File: src/rtl/painel_scan_ctrl.sv
// painel_scan_ctrl - column scan sequencer for a 7-column LED panel.
//
// Each column slot lasts DIV clocks: BLANK blanked cycles (col_en = 0,
// row select already pointing at the new column), then DIV-BLANK drive
// cycles with exactly one column enable active. Columns run 0..6 and wrap.
//
// Ports:
//   clk          system clock, rising edge
//   reset_n      asynchronous active-low reset
//   enable       scan enable; low returns to IDLE on the next clock
//   sel1..sel3   row-bit select (sel1 = MSB), equals the current column index
//   col_en[6:0]  one-hot column enables, col_en[6] = column 0
//   addr[3:0]    message column address for the pattern memory
//   frame_start  one-cycle pulse in the first blank cycle of column 0
//
// Optional feature: define PAINEL_SCROLL_EN to add horizontal scrolling.
// The message offset advances by one column every SCROLL_FRAMES completed
// frames and wraps at MSG_LEN. Without the macro, addr is the column index
// and MSG_LEN / SCROLL_FRAMES only take part in the parameter range check.
//
// state    | meaning
// ---------+-------------------------------------------------------
// ST_IDLE  | scan stopped, all outputs quiet, column index 0
// ST_BLANK | start of a column slot, drivers off, selects settling
// ST_DRIVE | current column driven for the rest of the slot

module painel_scan_ctrl #(
  parameter int DIV           = 1000,
  parameter int BLANK         = 8,
  parameter int MSG_LEN       = 16,
  parameter int SCROLL_FRAMES = 30
) (
  input  logic       clk,
  input  logic       reset_n,
  input  logic       enable,
  output logic       sel1,
  output logic       sel2,
  output logic       sel3,
  output logic [6:0] col_en,
  output logic [3:0] addr,
  output logic       frame_start
);

  generate
    if (DIV < 4 || DIV > 65535 || BLANK < 1 || BLANK > DIV - 2 ||
        MSG_LEN < 7 || MSG_LEN > 16 ||
        SCROLL_FRAMES < 1 || SCROLL_FRAMES > 255) begin : g_bad_param
      $error("painel_scan_ctrl: parameter out of legal range");
    end
  endgenerate

  typedef enum logic [1:0] {ST_IDLE, ST_BLANK, ST_DRIVE} state_t;

  // Down-counter reload values; a phase ends on the cycle the counter is 0.
  localparam logic [15:0] BLANK_LD = 16'(BLANK - 1);
  localparam logic [15:0] DRIVE_LD = 16'(DIV - BLANK - 1);

  state_t      state;
  logic [15:0] cnt;
  logic [2:0]  col;
  logic [2:0]  col_nxt;
  logic [3:0]  addr_nxt;   // address for the column about to be blanked
  logic [3:0]  addr_idle;  // address parked while the scan is stopped
  logic        slot_end;

  assign col_nxt  = (col == 3'd6) ? 3'd0 : col + 3'd1;
  assign slot_end = (state == ST_DRIVE) && (cnt == '0);

  // col only moves on BLANK entry, so it doubles as the registered select.
  assign {sel1, sel2, sel3} = col;

`ifdef PAINEL_SCROLL_EN
  logic [7:0] frame_cnt;
  logic [3:0] offset;
  logic [3:0] offset_nxt;
  logic       step;

  function automatic logic [3:0] wrap_add(input logic [2:0] c, input logic [3:0] o);
    logic [4:0] s;
    s = {2'b00, c} + {1'b0, o};
    // c <= 6 and o < MSG_LEN, so one subtraction is enough.
    if (s >= 5'(MSG_LEN)) s = s - 5'(MSG_LEN);
    return 4'(s);
  endfunction

  // The step lands on the 6->0 wrap, so column 0 of the new frame is the
  // first to see the new offset and no frame mixes two offsets.
  assign step       = slot_end && (col == 3'd6) && (frame_cnt == 8'(SCROLL_FRAMES - 1));
  assign offset_nxt = step ? ((offset == 4'(MSG_LEN - 1)) ? 4'd0 : offset + 4'd1) : offset;
  assign addr_nxt   = wrap_add(col_nxt, offset_nxt);
  assign addr_idle  = wrap_add(3'd0, offset);

  // Gated by enable: a frame boundary coinciding with enable falling is
  // not counted and its scroll step is dropped.
  always_ff @(posedge clk or negedge reset_n) begin
    if (!reset_n) begin
      frame_cnt <= '0;
      offset    <= '0;
    end else if (enable && slot_end && (col == 3'd6)) begin
      offset    <= offset_nxt;
      frame_cnt <= step ? 8'd0 : frame_cnt + 8'd1;
    end
  end
`else
  assign addr_nxt  = {1'b0, col_nxt};
  assign addr_idle = 4'd0;
`endif

  always_ff @(posedge clk or negedge reset_n) begin
    if (!reset_n) begin
      state       <= ST_IDLE;
      cnt         <= '0;
      col         <= '0;
      col_en      <= '0;
      addr        <= '0;
      frame_start <= 1'b0;
    end else if (!enable) begin
      state       <= ST_IDLE;
      cnt         <= '0;
      col         <= '0;
      col_en      <= '0;
      addr        <= addr_idle;
      frame_start <= 1'b0;
    end else begin
      frame_start <= 1'b0;
      case (state)
        ST_IDLE: begin
          state       <= ST_BLANK;
          cnt         <= BLANK_LD;
          col         <= '0;
          col_en      <= '0;
          addr        <= addr_idle;
          frame_start <= 1'b1;
        end
        ST_BLANK: begin
          if (cnt == '0) begin
            state  <= ST_DRIVE;
            cnt    <= DRIVE_LD;
            col_en <= 7'b100_0000 >> col;
          end else begin
            cnt <= cnt - 16'd1;
          end
        end
        ST_DRIVE: begin
          if (cnt == '0) begin
            state       <= ST_BLANK;
            cnt         <= BLANK_LD;
            col_en      <= '0;
            col         <= col_nxt;
            addr        <= addr_nxt;
            frame_start <= (col == 3'd6);
          end else begin
            cnt <= cnt - 16'd1;
          end
        end
        default: state <= ST_IDLE;
      endcase
    end
  end

endmodule

File: config.mk
export PLATFORM = sky130hd
export DESIGN_NAME = painel_scan_ctrl
export DESIGN_NICKNAME = d
export VERILOG_FILES = /design/src/rtl/painel_scan_ctrl.sv
export SDC_FILE = /design/constraint.sdc
export NUM_CORES = 1
export LEC_CHECK = 0
export BUFFER_PORTS_ARGS = -buffer_cell sky130_fd_sc_hd__buf_2
export CAP_MARGIN = 40
export CORE_MARGIN = 3
export CORE_UTILIZATION = 30
export DETAILED_ROUTE_END_ITERATION = 16
export PLACE_DENSITY_LB_ADDON = 0.3
export SLEW_MARGIN = 20
export SYNTH_ARGS = -nofsm -noshare
export SYNTH_HDL_FRONTEND = slang
export SYNTH_SLANG_ARGS = --single-unit
File: constraint.sdc
create_clock -name clk -period 2.4 [get_ports clk]
set_clock_uncertainty 0.05 [all_clocks]
set_input_delay 0.48 -clock clk [delete_from_list [all_inputs] [get_ports clk]]
set_output_delay 0.48 -clock clk [all_outputs]
set_load 0.1 [all_outputs]
Word-level counts from Yosys, hierarchy flattened
Index checks and enable logic that the tools add are counted.

Word-level logic and storage cells: 43. ROM bits: 0. Bits of input ports: 3. Output and inout bits: 15. Register bits after elaboration: 33. Memories kept: 0. Latch bits: 0. RAM bits: 0.

Reductions and logical operators: 5. Add/subtract/negate cells: 2. Equality and inequality tests: 7. Shifts and indexed selects: 1. Multipliers: 0. Div/mod/pow operators: 0. Mux-type cells: 22. Magnitude comparators: 0. Bitwise gates (word level): 0.

Operator list (number): 16-bit two-way mux (3); 16-bit case mux with 3 select lines (1); 7-bit two-way mux (3); 7-bit case mux with 3 select lines (1); 16-bit logical NOT (1); 16-bit by 1-bit subtractor with 16-bit output (second input constant) (1); 3-bit two-way mux (3); 4-bit two-way mux (2); 4-bit case mux with 2 select lines (1); 7-bit by 3-bit right shift with 7-bit output (first input constant) (1); 2-bit two-way mux (3); 2-bit case mux with 3 select lines (1); 3-bit case mux with 2 select lines (1); 4-bit by 1-bit != test with 1-bit output (second input constant) (1); 2-bit AND reduction (2); 3-bit by 1-bit adder with 3-bit output (second input constant) (1); 3-bit equality test (second input constant) (1); 3-bit by 1-bit != test with 1-bit output (second input constant) (1); 3-bit by 2-bit != test with 1-bit output (second input constant) (1); 3-bit != test (second input constant) (1); 3-bit AND reduction (1); 2-bit by 1-bit equality test with 1-bit output (second input constant) (1); 2-bit equality test (second input constant) (1); 2-bit logical NOT (1); other kinds (2) (3).

Logic depth before layout (Yosys ltp)
Gate-level depths: netlist of the first run.

Depth in word-level cells: 5. Mapped depth: 8. Gate-level depth less buffers: 6.

Worst setup path after synthesis of the first run
No wires, ideal clock.

Kind: reg2reg. Start point: register cnt[0]. End point: register col_en[1]. Required time: 2.225 ns. Path slack: 0.076 ns. Library setup time: 0.125 ns. Stages on the path, launching flop included: 7. Clock period less this slack: 2.324 ns. Arrival time: 2.148 ns. Path through: dfrtp_1 inv_1 ha_1 nor4b_1 nand4_2 a31oi_4 mux2_2.

Word-level cells in the longest chain between the ends: 3. Elaborated cells between the ends (all ways): 4.

RTL lines: start, declared (RTL line 59) `logic [15:0] cnt;`; start signal, assigned (RTL line 141) `cnt <= cnt - 16'd1;`; start signal, assigned (RTL line 153) `cnt <= cnt - 16'd1;`; 16-bit logical NOT * (RTL line 136, 145); 3-bit != test (no source line) or 3-bit by 2-bit != test with 1-bit output (tied branches); 3-bit AND reduction (no source line) *; end signal, assigned (RTL line 139) `col_en <= 7'b100_0000 >> col;`; end, declared (RTL line 39) `output logic [6:0] col_en,`.

Every way passes the cells marked *; elsewhere a longest branch is shown, timed or not. A chain may end at the register's enable or synchronous reset.

Final worst setup path of the first run
Start point: register cnt[0]. End point: register cnt[8].

Word-level cells in the longest chain between the ends: 4. Elaborated cells between the ends (all ways): 6.

RTL lines: 16-bit by 1-bit subtractor with 16-bit output or 16-bit logical NOT (tied branches); 16-bit two-way mux, on equally long branches (RTL line 145, 136); 16-bit case mux with 3 select lines * (RTL line 126) `case (state)`; 16-bit two-way mux * (RTL line 117) `end else if (!enable) begin`.

Marked as above.

==> run metrics, run 1 <==
Pleak=0.973 nW; maximum buffer depth of the clock tree=2; clock latency on the worst-skew pair=0.28 ns; share of cells above drive strength 1=24.2%; Final Max Slew Viols=0; EDFF count, synth=0; CORE AREA=5640 sq um; vias per cell=5.63; Relative slew margins=55.2%; CP max stage cell=o21ai_0; sequential area share after synthesis=40.3%; Period minus WS final=2.22 ns; Worst EP required=2.50 ns; final WL=4460 um; largest net degree at the start of global routing=30; Synth Flop Type=dfrtp_1; H-Tree Depth=2; synth unique cells=50; gp weighted congestion=0.857; slowest stage delay, CP=0.48 ns; Area contributors post-synth=dfrtp_1, ha_1, mux2_2; Crit Path Max Fanout=6; setup tns final=0 ns; Synth area leader=dfrtp_1; setup violators final=0; Area growth syn-to-layout=17.2%; GRT Total Usage=13.5%; Post-CTS Hold Fix Bufs=0; DR iter-0 viols=95; worst vdd ir=0.432 mV; Nets=227; GR Overflow Total=0; synthesis-stage register bit count=29; initial core utilization=31.9%; fmax=451 MHz; IO Pins=18; Sink Count=29; critical path startpoint category=register; Die H=83.5 um; number of buffers created by CTS=5; # rows=27; IO buf count=16; Root Driver=clkbuf_8; Die X=83.5 um; max-cap check violation count=0; Synth Cell Area=1800 sq um; Hold Slack=0.180 ns; critical path class=reg -> reg; # DRC=0; syn_area_per_cell=9.33 sq um; wire per inst=15.3 um; post-route ant nets=0; initial antenna violation count=0; routed vias=1639; yosys warns=0; final period utilization=92.4%; Post-DP HPWL=3150 um; Ant. Diodes=0; post-synthesis async set-or-reset flop share=100%; Yosys top cell area share=40.3%; critical path, cell by cell=inv_2, ha_2, nor4b_1, buf_4, nand4_1, o21ai_0, o211ai_1; R2R setup slack=0.18 ns; clock transition at the registers of the reported paths=0.07 ns; vias in the first global route=1548; Hold Vio Cnt, Final=0; Synth Instances=193; reg2reg path depth=7; Worst Tran Pin Value=0.672 ns; min-delay worst type=in -> async; Worst setup EP type=register; die area=6970 sq um; critical path arrival=2.31 ns; Net Count, Synth=202; RSZ-0062 raised after global routing=no; first-pass GRT wire length=7730 um; PD cells=1210 nW/um^2; CTS tree=done; first-pass iteration count of the detailed router=4; status=finished clean
-- critical path: cells and delay by family (launching register included) --
kind                       cells  cell delay (ns)
buffers and inverters          2             0.28
AOI/OAI and AO/OA              2             0.64
and+or+nand+nor                2             0.54
adders and majority gates      1             0.18
DFF                            1             0.40
-- per-layer routing --
metal / global-route usage (%) / share of wire [%]
met1: 19.6 / 50
met2: 20.0 / 44
met3: 3.55 / 5.5
met4: 3.07 / 0.78
met5: 0 / 0
-- synthesized netlist by cell type, types with 2 or more instances --
cell	n
nand4_1	4
or4_1	3
ha_1	6
nor4b_1	4
nor3_1	7
o211ai_1	2
mux2_2	5
nand2_1	6
a31oi_1	8
a221o_1	2
nand3_1	4
a211o_1	3
o2bb2ai_1	3
a22oi_1	2
a21oi_1	7
or3_1	6
o41ai_1	2
inv_1	13
clkbuf_1	10
nand2b_1	2
nor2_1	10
nand3b_1	2
nor4_1	8
a211oi_1	2
a21o_1	2
and3_1	3
nor2b_1	2
o22ai_1	2
buf_4	4
dfrtp_1	29
o21ai_0	10
a41oi_1	2
-- logic make-up after synthesis --
logic type,Yosys count,share of synthesized area [%]
buf+inv,28,6.74
fa+ha+maj,6,4.17
simple gates,68,22.8
mux,5,3.13
other cells,1,0.208
flops,29,40.3
compound gates,56,22.7
-- registers in the layout, indices dropped and copies added (netlist names) --
register	flops
addr	3
col_en	7
cnt	16
frame_start	1
state	2
-- layout by cell type, fill, tap and decap left out, types with 3 or more instances in the layout --
| cell | n |
|---|---|
| dfrtp_1 | 29 |
| buf_4 | 17 |
| buf_2 | 16 |
| inv_1 | 11 |
| nor2_1 | 10 |
| o21ai_0 | 10 |
| nor4_1 | 8 |
| a31oi_1 | 8 |
| nor3_1 | 7 |
| a21oi_1 | 7 |
| or3_1 | 6 |
| nand2_1 | 6 |
| mux2_2 | 5 |
| ha_1 | 5 |
| clkbuf_8 | 5 |
| nor4b_1 | 4 |
| nand4_1 | 4 |
| nand3_1 | 4 |
| and3_1 | 3 |
| a211o_1 | 3 |
| or4_1 | 3 |
| o2bb2ai_1 | 3 |
-- worst paths after layout --
kind                                 from        end
worst max-delay path               cnt[0]     cnt[8]
worst min-delay path              reset_n    addr[0]
worst max register to register     cnt[0]     cnt[8]
worst min register to register  col_en[0]  col_en[0]
max in group asynchronous         reset_n    cnt[13]
min in group clk                col_en[0]  col_en[0]
-- per-stage QoR --
step           util (%)  area (sq um)  total power, mW  std cells  setup slack [ns]
6_report           37.4          2110             2.55        291             0.183
4_1_cts            37.1          2090             2.53        289            0.0282
3_5_place_dp       35.6          2010             2.13        281            0.0286
3_3_place_gp       35.6          2010             2.13        281            0.0738
2_1_floorplan         -          1800             1.69        193            0.0763
5_1_grt            37.4          2110             2.75        291             0.107
-- where the power goes --
group / internal [mW] / leakage (nW) / switching, mW
Sequential: 0.583 / 0.395 / 0.102
Clock: 0.200 / 0.0450 / 0.184
Combinational: 0.562 / 0.533 / 0.916
Total: 1.35 / 0.973 / 1.20
-- area by class of cell --
class / count / area [sq um]
clock buffer: 6 / 72.6
clock inverter: 2 / 10.0
fill: 587 / 3530
inverter: 13 / 48.8
multi-input combinational: 136 / 956
sequential: 29 / 726
tap: 72 / 90.1
timing repair buffer: 33 / 208
-- timing repair --
action                     CTS  global route
resized for setup            0             3
buffers inserted             0             2
setup endpoints to repair    0             1
(Power assumes the default switching activity.)
==> run 2, diff against run 1 <==
- ABC_AREA: not set -> 1
==> run metrics, run 2 <==
Final Max Slew Viols=0 (unchanged); Die H=84.8 um (+1.6%); Nets=282 (+24%); number of buffers created by CTS=5 (unchanged); DR iter-0 viols=81 (-15%); Crit Path Max Fanout=19 (+13); Comb pwr share=57.4% (-0.6 points); H-Tree Depth=2 (unchanged); Synth Cell Area=1860 sq um (+3.5%); Worst setup EP type=register; commonest cells in the netlist=nand2_1, dfrtp_1, nand3_1, inv_1, nor2_1; Post-DP HPWL=2890 um (-8.3%); Synth area leader=dfrtp_1; fin cells=349 (+20%); vias in the first global route=1536 (-0.78%); flip-flop and latch area=726 sq um (unchanged); Pint=1.21 mW (-10%); GRT Total Usage=12.0% (-1.4 points); critical path class=reg -> reg; setup tns final=0 ns (unchanged); PD cells=1200 nW/um^2 (-0.61%); Net Count, Synth=266 (+32%); syn_area_per_cell=7.25 sq um (-22%); # rows=28 (+3.7%); R2R setup slack=0.53 ns (+0.34 ns); yosys warns=0 (unchanged); first-pass GRT wire length=6910 um (-11%); EDFF count, synth=0 (unchanged); Die X=84.8 um (+1.6%); Seq pwr share=26.7% (-0.2 points); GR Overflow Total=0 (unchanged); Sw Share=51.1% (+4.0 points); largest net degree at the start of global routing=30 (unchanged); WL met1=1820 um (-18%); clock latency on the worst-skew pair=0.28 ns (about the same); worst r2r src=state[0]; most frequent cells in the layout=nand2_1, nand3_1, dfrtp_1, inv_1, nor2_1; share of cells above drive strength 1=15.3% (-8.9 points); CORE AREA=5960 sq um (+5.6%); post-route ant nets=0 (unchanged); first-pass iteration count of the detailed router=4 (unchanged); Final Power=2.48 mW (-2.7%); most frequent cell after synthesis=nand2_1; Largest regs=cnt (16), col_en (7), addr (3); synth unique cells=29 (-42%); die area=7200 sq um (+3.3%); status=finished clean; sequential area share after synthesis=38.9% (-1.4 points); Fillers=642 (+9.4%); Period minus WS final=1.87 ns (-0.344 ns); post-synthesis async set-or-reset flop share=100% (unchanged); Post-CTS Hold Fix Bufs=0 (unchanged); Sink Count=29 (unchanged); wire per inst=11.0 um (-28%); final period utilization=78.0% (-14 points); Synth Instances=257 (+33%); setup violators final=0 (unchanged); number of gates resized after CTS=0 (unchanged); Area contributors post-synth=dfrtp_1, nand2_1, nand3_1; reg2reg path depth=10 (+3); P_sw=1.27 mW (+5.5%); max reg flops=16 (unchanged); fmax=534 MHz (+18%); reg2reg end=cnt[10]; worst vdd ir=0.370 mV (-14%); critical path arrival=1.99 ns (-0.32 ns); initial antenna violation count=0 (unchanged); synthesis-stage register bit count=29 (unchanged); Yosys top cell area share=38.9% (-1.4 points); final WL=3830 um (-14%); Setup Buffers After CTS=0 (unchanged); Pleak=1.15 nW (+18%); commonest non-fill, non-tap cell in the layout=nand2_1; initial core utilization=31.3% (-0.61 points); max-cap check violation count=0 (unchanged); RSZ-0062 raised after global routing=no; maximum buffer depth of the clock tree=2 (unchanged); Worst EP required=2.52 ns (+0.02 ns); Worst Tran Pin Value=0.671 ns (-0.000695 ns); IO buf count=16 (unchanged); Relative slew margins=55.3% (about the same); IO Pins=18 (unchanged); Post-Place Cells=341 (+21%); routed vias=1581 (-3.5%); vias per cell=4.53 (-20%); Largest Register=cnt; met2 routed wirelength=1770 um (-8.9%); CTS tree=done; Synth Flop Type=dfrtp_1; gp weighted congestion=0.815 (-4.9%); Root Driver=clkbuf_8; highest routed layer=met4; DR WL met3=151 um (-39%); min-delay worst type=in -> async; clock network power share=15.9% (+0.8 points); clock transition at the registers of the reported paths=0.07 ns (about the same); Ant. Diodes=0 (unchanged); # DRC=0 (unchanged); Area growth syn-to-layout=10.9%; Hold Vio Cnt, Final=0 (unchanged); critical path startpoint category=register; area of the multi-input gates=973 sq um (+1.8%)
run 2: critical path, stage by stage, from the launching register on:
cell     delay (ns)
dfrtp_1        0.37
inv_1          0.08
ha_1           0.27
nor2_2         0.18
nand3_4        0.23
inv_4          0.21
nor2_8         0.06
nand3_4        0.09
nand2_2        0.07
inv_2          0.10
nor2_1         0.05
run 2: how the worst max path moves through the flow:
stage / startpoint / endpoint / slack (ns) / cells after the start
after floorplan: addr[2] / addr[2] / 0.46 / 1
after global placement: state[0] / cnt[10] / 0.62 / 10
after detailed placement: state[0] / cnt[5] / 0.53 / 10
after CTS: state[0] / cnt[10] / 0.51 / 10
after global routing: state[0] / col_en[5] / 0.37 / 8
final: state[0] / cnt[10] / 0.53 / 10
run 2: cells by family (layout without fill, tap and decap cells):
group           after synthesis  in the layout  synth area share [%]
other cells                   1              1                 0.201
compound gates               12             12                  3.69
xor+xnor                      8              8                  3.76
flops                        29             29                  38.9
simple gates                165            165                  40.5
buf+inv                      36             53                  8.86
fa+ha+maj                     6              6                  4.03
run 2: power groups by stage:
stage | registers (mW) | clock network, mW | logic (mW)
5_1_grt | 0.677 | 0.426 | 1.63
6_report | 0.662 | 0.393 | 1.42
4_1_cts | 0.663 | 0.413 | 1.44
3_5_place_dp | 0.671 | 0 | 1.43
3_3_place_gp | 0.674 | 0 | 1.42
2_1_floorplan | 0.768 | 0 | 1.09
run 2: layout make-up:
class / instances / area share, %
multi-input combinational: 192 / 47.1
clock buffer: 6 / 3.51
clock inverter: 2 / 0.484
tap: 75 / 4.54
timing repair buffer: 16 / 3.87
sequential: 29 / 35.1
inverter: 29 / 5.39
run 2: routing by layer:
metal	up-vias	global-route usage, %
met1	719	15.1
met5	-	0
li1	832	-
met4	0	5.76
met2	23	19.4
met3	7	3.01
run 2: per-stage QoR:
stage	worst slack (ns)	area [sq um]	hold WS, ns	util, %
finish	0.527	2070	0.179	34.7
global route	0.373	2070	0.240	34.7
CTS	0.514	2070	0.201	34.7
detailed placement	0.528	1980	0.407	33.3
global placement	0.621	1980	0.405	33.3
floorplan	0.464	1860	0.134	-
==> run 3, diff against run 2 <==
- clock period: 2.4 -> 1.6 ns (I/O delays scaled with it)
==> run metrics, run 3 (synthesis gave the netlist of run 2 again) <==
status=finished clean; commonest non-fill, non-tap cell in the layout=nand2_1; Critical Path Start=state[1]; vias in the first global route=1560 (+1.6%); critical path arrival=1.66 ns (-0.33 ns); Crit Path Max Fanout=6 (-13); Fillers=624 (-2.8%); first-pass GRT wire length=7100 um (+2.8%); Post-Layout Inst Area=2320 sq um (+12%); max-cap check violation count=0 (unchanged); Setup WS pre-CTS=-0.0697 ns (-0.598 ns); Root Driver=clkbuf_8; Ant. Diodes=0 (unchanged); # rows=28 (unchanged); CTS tree=done; first-pass iteration count of the detailed router=4 (unchanged); # DRC=0 (unchanged); Largest Register=cnt; Hold Path Origin=enable; Core Util, Final=39.0% (+4.3 points); post-route ant nets=0 (unchanged); area of the multi-input gates=1060 sq um (+8.7%); H-Tree Depth=2 (unchanged); Period minus WS final=1.53 ns (-0.341 ns); Worst setup EP type=register; IO Pins=18 (unchanged); critical path class=reg -> reg; initial antenna violation count=0 (unchanged); Final Max Slew Viols=0 (unchanged); setup tns final=0 ns (unchanged); PD cells=1840 nW/um^2 (+53%); critical path startpoint category=register; flip-flop and latch area=731 sq um (+0.69%); GR Overflow Total=0 (unchanged); Die X=84.8 um (unchanged); Hold Vio Cnt, Final=0 (unchanged); worst vdd ir=0.649 mV (+76%); worst setup margin=0.0689 ns (-0.459 ns); most frequent cells in the layout=nand2_1, nand3_1, dfrtp_1, nor2_1, inv_1; Nets=301 (+6.7%); worst r2r src=state[1]; Cell Area, Placed=2130 sq um (+7.3%); clock transition at the registers of the reported paths=0.07 ns (about the same); IO buf count=16 (unchanged); die area=7200 sq um (unchanged); Sink Count=29 (unchanged); gp weighted congestion=0.805 (-1.2%); CORE AREA=5960 sq um (unchanged); Worst EP required=1.73 ns (-0.79 ns); initial core utilization=31.3% (unchanged); setup violators final=0 (unchanged); final period utilization=95.7% (+18 points); number of buffers created by CTS=5 (unchanged); Largest regs=cnt (16), col_en (7), addr (3); vias per cell=4.47 (-1.4%); Pleak=1.25 nW (+8.6%); wire per inst=10.8 um (-1.3%); largest net degree at the start of global routing=18 (-40%); min-delay worst type=in -> reg; RSZ-0062 raised after global routing=yes; share of cells above drive strength 1=27.3% (+12 points); routed vias=1644 (+4.0%); fmax=653 MHz (+22%); max reg flops=16 (unchanged); GRT Total Usage=12.1% (+0.050 points); Post-DP HPWL=3100 um (+7.3%); Area growth syn-to-layout=24.5%; clock latency on the worst-skew pair=0.28 ns (about the same); maximum buffer depth of the clock tree=2 (unchanged); DR iter-0 viols=66 (-19%); Die H=84.8 um (unchanged); final WL=3990 um (+4.1%)
==> run 3: cell types whose count changed in the layout (fill, tap and decap cells not counted), moves of 2 or more <==
cell     previous run  this run
ha_4                0         4
buf_4               0        16
ha_1                6         2
dfrtp_1            29        25
nor2_1             25        23
nand2_1            88        86
dfrtp_2             0         4
inv_1              27        22
nand3_1            29        27
inv_2               1         5
nand3_2             2         4
==> run 3: final timing paths <==
check	end	slack [ns]	cells after the start
min reg2reg	col_en[6]	0.42	2
min	frame_start	0.40	3
max reg2reg	cnt[7]	0.07	9
max in group asynchronous	cnt[15]	0.68	3
max	cnt[7]	0.07	9
min in group asynchronous	cnt[8]	0.42	2
==> run 3: cell type report <==
class / count / share of cell area [%]
Clock inverter: 2 / 0.431
Multi-Input combinational cell: 192 / 45.6
Timing Repair Buffer: 35 / 10.4
Tap cell: 75 / 4.04
Clock buffer: 6 / 3.13
Inverter: 29 / 4.91
Sequential cell: 29 / 31.5
==> run 3: through the flow <==
stage | std cells | total power [mW] | hold WS [ns]
2_1_floorplan | 257 | 2.79 | -0.0256
3_3_place_gp | 358 | 3.46 | 0.193
3_5_place_dp | 358 | 3.47 | 0.198
4_1_cts | 367 | 4.10 | 0.389
5_1_grt | 368 | 4.68 | 0.423
6_report | 368 | 4.27 | 0.400
==> run 3: timing repair <==
item / CTS / global route
hold buffers: 1 / 0
gates cloned: 0 / 0
setup buffers: 0 / 1
endpoints found under the setup margin: 11 / 26
resized for setup: 1 / 23
pin swaps: 1 / 4
hold endpoints to repair: 12 / 0
==> run 3: power breakdown <==
part	switching, mW	internal [mW]	leakage [nW]
Combinational	1.64	1.04	0.818
Clock	0.286	0.301	0.0450
Sequential	0.134	0.872	0.389
==> run 3: critical path, cell delays in order, from the launching register on <==
cell	delay (ns)
dfrtp_1	0.42
inv_2	0.10
ha_4	0.18
nor2_4	0.11
nand3_4	0.13
inv_4	0.11
nor2_8	0.05
buf_4	0.15
nand3_1	0.08
nand2_1	0.05
==> run 3: metal layers <==
| metal | part of all wire [%] | vias to the layer above | GRT usage, % |
|---|---|---|---|
| met4 | 1.4 | 0 | 3.88 |
| met2 | 45 | 23 | 18.1 |
| met5 | 0 | - | 0 |
| met3 | 4.0 | 5 | 3.59 |
| met1 | 50 | 750 | 16.8 |
| li1 | - | 866 | - |
